$ cat config.mk
export PLATFORM = sky130hd
export DESIGN_NAME = dft_scan_driver
export DESIGN_NICKNAME = d
export VERILOG_FILES = /design/src/rtl/dft_pkg.sv /design/src/rtl/piso_shreg.sv /design/src/rtl/dft_scan_driver.sv
export SDC_FILE = /design/constraint.sdc
export NUM_CORES = 1
export LEC_CHECK = 0
export CAP_MARGIN = 20
export CORE_MARGIN = 2
export CORE_UTILIZATION = 30
export DETAILED_ROUTE_END_ITERATION = 8
export PLACE_DENSITY = 0.61
export REMOVE_ABC_BUFFERS = 1
export SYNTH_ARGS = -nofsm -noshare
export SYNTH_HDL_FRONTEND = slang
export SYNTH_SLANG_ARGS = --single-unit
$ cat constraint.sdc
create_clock -name clk -period 2.3 [get_ports clk]
set_input_delay 0.23 -clock clk [delete_from_list [all_inputs] [get_ports clk]]
set_output_delay 0.23 -clock clk [all_outputs]
set_load 0.05 [all_outputs]
$ cat src/rtl/dft_pkg.sv
// dft_pkg: shared scan FSM encoding and default widths for the scan load and capture sides.
package dft_pkg;
  localparam int WORD_W_DEF = 32;
  localparam int CNT_W_DEF = 16;
  typedef enum logic [1:0] {ST_IDLE, ST_FILL, ST_SHIFT, ST_DONE} state_t;
endpackage

$ cat src/rtl/piso_shreg.sv
// piso_shreg: parallel-load shift register emitting bit 0 first.
module piso_shreg #(
  parameter int W = dft_pkg::WORD_W_DEF
) (
  input  logic         clk,
  input  logic         clr,
  input  logic         ld,
  input  logic         sh,
  input  logic [W-1:0] d,
  output logic         so
);
  logic [W-1:0] r_q;
  always_ff @(posedge clk) begin
    if (clr) r_q <= '0;
    else if (ld) r_q <= d;
    else if (sh) r_q <= {1'b0, r_q[W-1:1]};
  end
  assign so = r_q[0];
endmodule

$ cat src/rtl/dft_scan_driver.sv
// dft_scan_driver: streams parallel words into a scan chain LSB first, len bits per operation.
module dft_scan_driver
  import dft_pkg::*;
#(
  parameter int WORD_W = WORD_W_DEF,
  parameter int CNT_W  = CNT_W_DEF
) (
  input  logic              clk,
  input  logic              reset,
  input  logic              start,
  input  logic [CNT_W-1:0]  len,
  input  logic [WORD_W-1:0] din,
  input  logic              din_val,
  output logic              din_rdy,
  output logic              dft_sout,
  output logic              sc_sen,
  output logic              busy,
  output logic              done
);
  localparam int BW = $clog2(WORD_W);
  localparam logic [BW-1:0] LAST_BIT = BW'(WORD_W - 1);
  state_t            r_state, w_nxt;
  logic [CNT_W-1:0]  r_rem;
  logic [BW-1:0]     r_bcnt;
  logic              r_din_rdy, r_sc_sen, r_busy, r_done;
  logic              w_xfer, w_shift, w_sout;
  assign w_xfer  = r_din_rdy & din_val;
  assign w_shift = r_state == ST_SHIFT;
  always_comb begin
    w_nxt = (r_state == ST_IDLE)  ? (start ? ((len != '0) ? ST_FILL : ST_DONE) : ST_IDLE) :
            (r_state == ST_FILL)  ? (din_val ? ST_SHIFT : ST_FILL) :
            (r_state == ST_SHIFT) ? ((r_rem == CNT_W'(1)) ? ST_DONE :
                                     (r_bcnt == LAST_BIT) ? ST_FILL : ST_SHIFT) :
            ST_IDLE;
  end
  // Outputs are registered from the next state so they line up with r_state.
  always_ff @(posedge clk) begin
    if (reset) begin
      r_state   <= ST_IDLE;
      r_rem     <= '0;
      r_bcnt    <= '0;
      r_din_rdy <= 1'b0;
      r_sc_sen  <= 1'b0;
      r_busy    <= 1'b0;
      r_done    <= 1'b0;
    end else begin
      r_state   <= w_nxt;
      r_din_rdy <= w_nxt == ST_FILL;
      r_sc_sen  <= w_nxt == ST_SHIFT;
      r_busy    <= w_nxt != ST_IDLE;
      r_done    <= w_nxt == ST_DONE;
      if (r_state == ST_IDLE && start) r_rem <= len;
      else if (w_shift) r_rem <= r_rem - 1'b1;
      if (w_xfer) r_bcnt <= '0;
      else if (w_shift && r_bcnt != LAST_BIT) r_bcnt <= r_bcnt + 1'b1;
    end
  end
  piso_shreg #(.W(WORD_W)) u_shreg (
    .clk(clk),
    .clr(reset),
    .ld (w_xfer),
    .sh (w_shift),
    .d  (din),
    .so (w_sout)
  );
  assign din_rdy  = r_din_rdy;
  assign sc_sen   = r_sc_sen;
  assign dft_sout = r_sc_sen & w_sout;
  assign busy     = r_busy;
  assign done     = r_done;
endmodule

* Yosys cells after proc, flatten, opt, wreduce, memory -nomap -nowiden
Cells that the tools add are included.
Operators by class: add/subtract/negate cells 2, reduce and logical (&&, ||, !) cells 8, mux-type cells 12, equality and inequality tests 8, bitwise operators 2
Operators with widths (count):
- two-way mux 32 bit | 2
- two-way mux 16 bit | 2
- equality test 16 x 1 -> 1 bit, second input constant | 1
- two-way mux 2 bit | 8
- nonzero test 16 bit | 1
- subtractor 16 x 1 -> 16 bit, second input constant | 1
- equality test 2 bit, second input constant | 3
- nonzero test 2 bit | 3
- adder 5 x 1 -> 5 bit, second input constant | 1
- equality test 5 bit, second input constant | 1
- inequality test 5 bit, second input constant | 1
- equality test 2 x 1 -> 1 bit, second input constant | 2
- bitwise AND 1 bit | 2
- logical AND 1 bit | 2
- zero test 2 bit | 1
- OR reduction 2 bit | 1
Storage, ports and cells: register bits 59, input port bits 52, logic and storage cells 40, output and inout port bits 5

* Depth between registers and ports, before layout
Gate-level depths: netlist of run 1.
word-level depth 7, depth in mapped cells 7, depth with buffers taken out 7

* Hierarchy
Synthesis of run 1 repeated with hierarchy kept, for this count alone.
Unflattened totals: cell total of the unflattened synthesis 326, area total of the unflattened synthesis 3208.1 um2
Modules (own cells, without submodules):
- piso_shreg | area an instance 1661.6 um2, instances 1, cells each 142
- dft_scan_driver | area an instance 1546.5 um2, instances 1, cells each 184

* Worst setup path before layout of run 1
OpenSTA, ideal clock, no wires.
path type flip-flop to flip-flop, start point register r_rem[0], end point register r_rem[13], cell stages (with the launch flop) 6, period minus slack after synthesis 1.865 ns, setup slack 0.435 ns, data arrival time 1.735 ns, library setup time 0.129 ns, path through dfxtp_1 -> or4_4 -> buf_6 -> or4b_4 -> xor2_1 -> o22ai_2
Between the ends: word-level cells in the longest chain between the ends 3
RTL lines:
- start: declaration | RTL line dft_scan_driver.sv:23 | logic [CNT_W-1:0] r_rem;
- start signal: assignment | RTL line dft_scan_driver.sv:52 | if (r_state == ST_IDLE && start) r_rem <= len;
- start signal: assignment | RTL line dft_scan_driver.sv:53 | else if (w_shift) r_rem <= r_rem - 1'b1;
- subtractor 16 x 1 -> 16 bit | RTL line dft_scan_driver.sv:53
- two-way mux 16 bit | RTL line dft_scan_driver.sv:53
- two-way mux 16 bit | RTL line dft_scan_driver.sv:52
No other way between the ends. The select of a mux whose other input is x is not followed. A chain may end at the register's enable or synchronous reset.

* Worst setup path after layout of run 1
start point register r_rem[7], end point register r_rem[13]
Same word-level chain as after synthesis.

==> impl_metrics.json, run 1 <==
{
  "outcome": "complete, no violations",
  "worstMarginPinSlew_ns": 0.713,
  "dpl.hpwl_microns": 4620,
  "fp-row-count": 36,
  "groute.usage.overall_pct": 13.3,
  "synth_top_family_by_area": "simple AND/OR/NAND/NOR gates",
  "p_per_area_mw_per_mm2": 665,
  "peakVddDrop_uv": 236,
  "required_ns": 2.49,
  "r2r_setup_slack_ns": 0.30,
  "setup_viol": 0,
  "synth_area_leaders": "dfxtp_1 40%, mux2i_1 12%, a211oi_1 11%",
  "timing.final.crit_share_pct": 87.0,
  "cp_cell_sequence": "or4_1, or4b_4, xor2_1, o22ai_2",
  "routed_wl_microns": 6880,
  "min_path_cells": 2,
  "final_hold_viol_count": 0,
  "slew_headroom_pct": 52.5,
  "power_frac_comb_pct": 22.0,
  "p_seq_share_pct": 46.9,
  "ys_types": 50,
  "die_h_microns": 103,
  "cpPeakStageDelay_ns": 0.67,
  "cts-resized-gates": 0,
  "final_util_pct": 39.3,
  "critPathLaunchType": "flip-flop",
  "io_buffers": 56,
  "clk_latency_ns": 0.33,
  "synth_fa_ha_area_share_pct": 1.71,
  "max_freq_mhz": 500,
  "clk_pin_slew_ns": 0.07,
  "syn_inst": 328,
  "syn_area_sq_mm": 0.00293,
  "cts_max_path_buffers": 2,
  "synth_simple_gate_area_share_pct": 20.6,
  "remaining_drc_errors": 0,
  "synth_compound_area_share_pct": 19.3,
  "antenna_found_initial": 0,
  "synth_xor_area_share_pct": 1.79,
  "cap_violations": 0,
  "die_x_microns": 103,
  "cts_tree": "built",
  "coreArea_sq_mm": 0.00964,
  "synth_top_area_cell": "dfxtp_1",
  "cp_slowest_cell": "or4_1",
  "end_kind": "flip-flop",
  "cts_buffers": 9,
  "firstDrtPassIters": 4,
  "worstPathMaxFanout": 7,
  "synthMuxAreaShare_pct": 12.0,
  "htree_levels": 3,
  "drv_slew": 0,
  "syn_to_final_growth_pct": 29.1,
  "r2r-start": "r_rem[7]",
  "pin_count": 57,
  "reg2regPathDepth": 4,
  "syn_area_per_cell_sq_um": 8.93,
  "layout.nets": 432,
  "p_clk_share_pct": 31.1,
  "p_int_mw": 1.77,
  "cts.sink_count": 59,
  "post_cts_buffers": 0,
  "hp-start": "reset",
  "worstSetupPathType": "reg -> reg",
  "grt_max_degree": 63,
  "initial_core_util_pct": 30.4,
  "synth_edf_count": 0,
  "antenna_cells": 0,
  "initialDrtViolationCount": 115,
  "rsz0062_at_grt": "no",
  "vias": 2575,
  "switching_share_pct": 29.8,
  "p_switching_mw": 0.749,
  "whs_endpoint": "r_rem[1]",
  "timing.rr.end": "r_rem[13]",
  "antenna_left": 0,
  "power_mw": 2.52,
  "async_flop_share_pct": 0,
  "arrival_ns": 2.19,
  "fill_cells": 994,
  "globalplace.congestion": 0.820,
  "grt_pass1_wl_microns": 10900,
  "grt_overflow": 0,
  "finalCriticalPeriod_ns": 2.00,
  "yosys_warnings": 0,
  "wl_per_cell_microns": 13.4,
  "grt_pass1_vias": 2328,
  "die_area_sq_mm": 0.0106,
  "seq_area_frac_synth_pct": 40.3,
  "holdBufCountCts": 0,
  "cts-root-buf": "clkbuf_8",
  "layout-drive-gt1-share_pct": 8.40,
  "vias_per_cell": 5.01,
  "synth_top_cell_area_share_pct": 40.3,
  "ys.flop_type": "dfxtp_1",
  "hp-class": "in -> reg",
  "ys_ff_latch": 59,
  "finalClockSkew_ns": 0.00847,
  "leakage_nw": 1.27
}
==> state kept, by name, indices dropped and copies added (netlist names) <==
register / cells
r_bcnt: 5
busy: 1
din_rdy: 1
r_state: 2
r_rem: 16
u_shreg.r_q: 32
done: 1
sc_sen: 1
==> cells by family after synthesis <==
family	Yosys count
AO/OA/AOI/OAI	81
XOR/XNOR	6
AND/OR/NAND/NOR	113
flip-flops	59
buffers and inverters	30
adder cells (fa/ha/maj)	4
multiplexers	35
==> worst max path at each step <==
stage                     from        end  slack [ns]
floorplan           r_state[1]     sc_sen       -1.60
global placement         start   r_rem[7]        0.35
detailed placement       start   r_rem[7]        0.33
CTS                   r_rem[7]  r_rem[13]        0.31
global route          r_rem[7]  r_rem[14]        0.22
finish                r_rem[7]  r_rem[13]        0.30
==> layer usage <==
layer / vias up / wire length [microns] / track usage (%)
met5: - / 0 / 0
li1: 1313 / - / -
met1: 1188 / 3320 / 16.9
met2: 67 / 3120 / 21.4
met3: 7 / 372 / 4.20
met4: 0 / 63 / 4.86
==> area by class of cell <==
class	instances	area [sq um]	area share, %
timing repair buffer	63	633	16.7
sequential	59	1180	31.2
tap	133	166	4.40
clock inverter	3	15.0	0.397
inverter	4	15.0	0.397
clock buffer	13	139	3.67
multi-input combinational	239	1630	43.2
==> cells in the final DEF, fill, tap and decap left out, types with 2 or more instances in the layout <==
| cell | count |
|---|---|
| nand2b_1 | 3 |
| or3_1 | 2 |
| nor3_1 | 11 |
| and2_1 | 2 |
| mux2i_1 | 35 |
| a22oi_1 | 2 |
| nor3b_1 | 6 |
| clkdlybuf4s50_1 | 55 |
| nand2_1 | 9 |
| clkinv_2 | 3 |
| and3_1 | 3 |
| dfxtp_1 | 59 |
| o21ai_0 | 7 |
| ha_1 | 4 |
| clkbuf_1 | 4 |
| buf_4 | 5 |
| a21oi_1 | 14 |
| nor2_1 | 46 |
| clkbuf_8 | 9 |
| a31oi_1 | 2 |
| xor2_1 | 3 |
| nand3_1 | 3 |
| a211oi_1 | 41 |
| o22ai_1 | 3 |
| inv_1 | 4 |
| o21bai_1 | 2 |
| xnor2_1 | 3 |
| nor4_1 | 8 |
| or3b_2 | 2 |
| buf_12 | 2 |
| or4_1 | 5 |
==> power by group through the flow <==
| stage | clock network [mW] | logic (mW) | registers [mW] |
|---|---|---|---|
| after floorplan | 0 | 0.335 | 1.20 |
| after global placement | 0 | 0.548 | 1.20 |
| after detailed placement | 0 | 0.551 | 1.20 |
| after CTS | 0.809 | 0.555 | 1.18 |
| after global routing | 0.841 | 0.609 | 1.19 |
| final | 0.782 | 0.554 | 1.18 |
==> worst max-delay path: cells and delay by family, from the launching register on <==
| family | cells | cell delay [ns] |
|---|---|---|
| compound gates | 1 | 0.10 |
| xor+xnor | 1 | 0.19 |
| flops | 1 | 0.37 |
| simple gates | 2 | 1.20 |
==> metrics by stage <==
step	setup TNS, ns	setup WS, ns	hold WS (ns)	instance area (sq um)	cells
final	0	0.299	0.424	3780	514
after floorplan	-63.15	-1.60	0.299	2820	302
after global routing	0	0.220	0.461	3780	514
after CTS	0	0.311	0.412	3780	514
after global placement	0	0.346	0.487	3630	498
after detailed placement	0	0.328	0.498	3630	498
==> Yosys cell counts, types with 2 or more instances <==
library cell	number
a211oi_1	41
a21oi_1	14
a22oi_1	2
a31oi_1	2
and2_1	2
and3_1	3
buf_2	4
clkbuf_1	21
dfxtp_1	59
ha_1	4
inv_1	4
mux2i_1	35
nand2_1	10
nand2b_1	3
nand3_1	3
nor2_1	46
nor3_1	11
nor3b_1	6
nor4_1	8
o21ai_0	7
o21bai_1	2
o22ai_1	3
or3_1	2
or3b_2	2
or4_1	5
xnor2_1	3
xor2_1	3
Note: power is estimated with default switching activity, not from simulation.
==> run 2, diff against run 1 <==
--- a/config.mk
+++ b/config.mk
@@ -11,6 +11,7 @@
 export DETAILED_ROUTE_END_ITERATION = 8
 export PLACE_DENSITY = 0.61
 export REMOVE_ABC_BUFFERS = 1
+export SKIP_CTS_REPAIR_TIMING = 1
 export SYNTH_ARGS = -nofsm -noshare
 export SYNTH_HDL_FRONTEND = slang
 export SYNTH_SLANG_ARGS = --single-unit
==> results of run 2 <==
Final layout, timing and power as in run 1 (identical DEF).
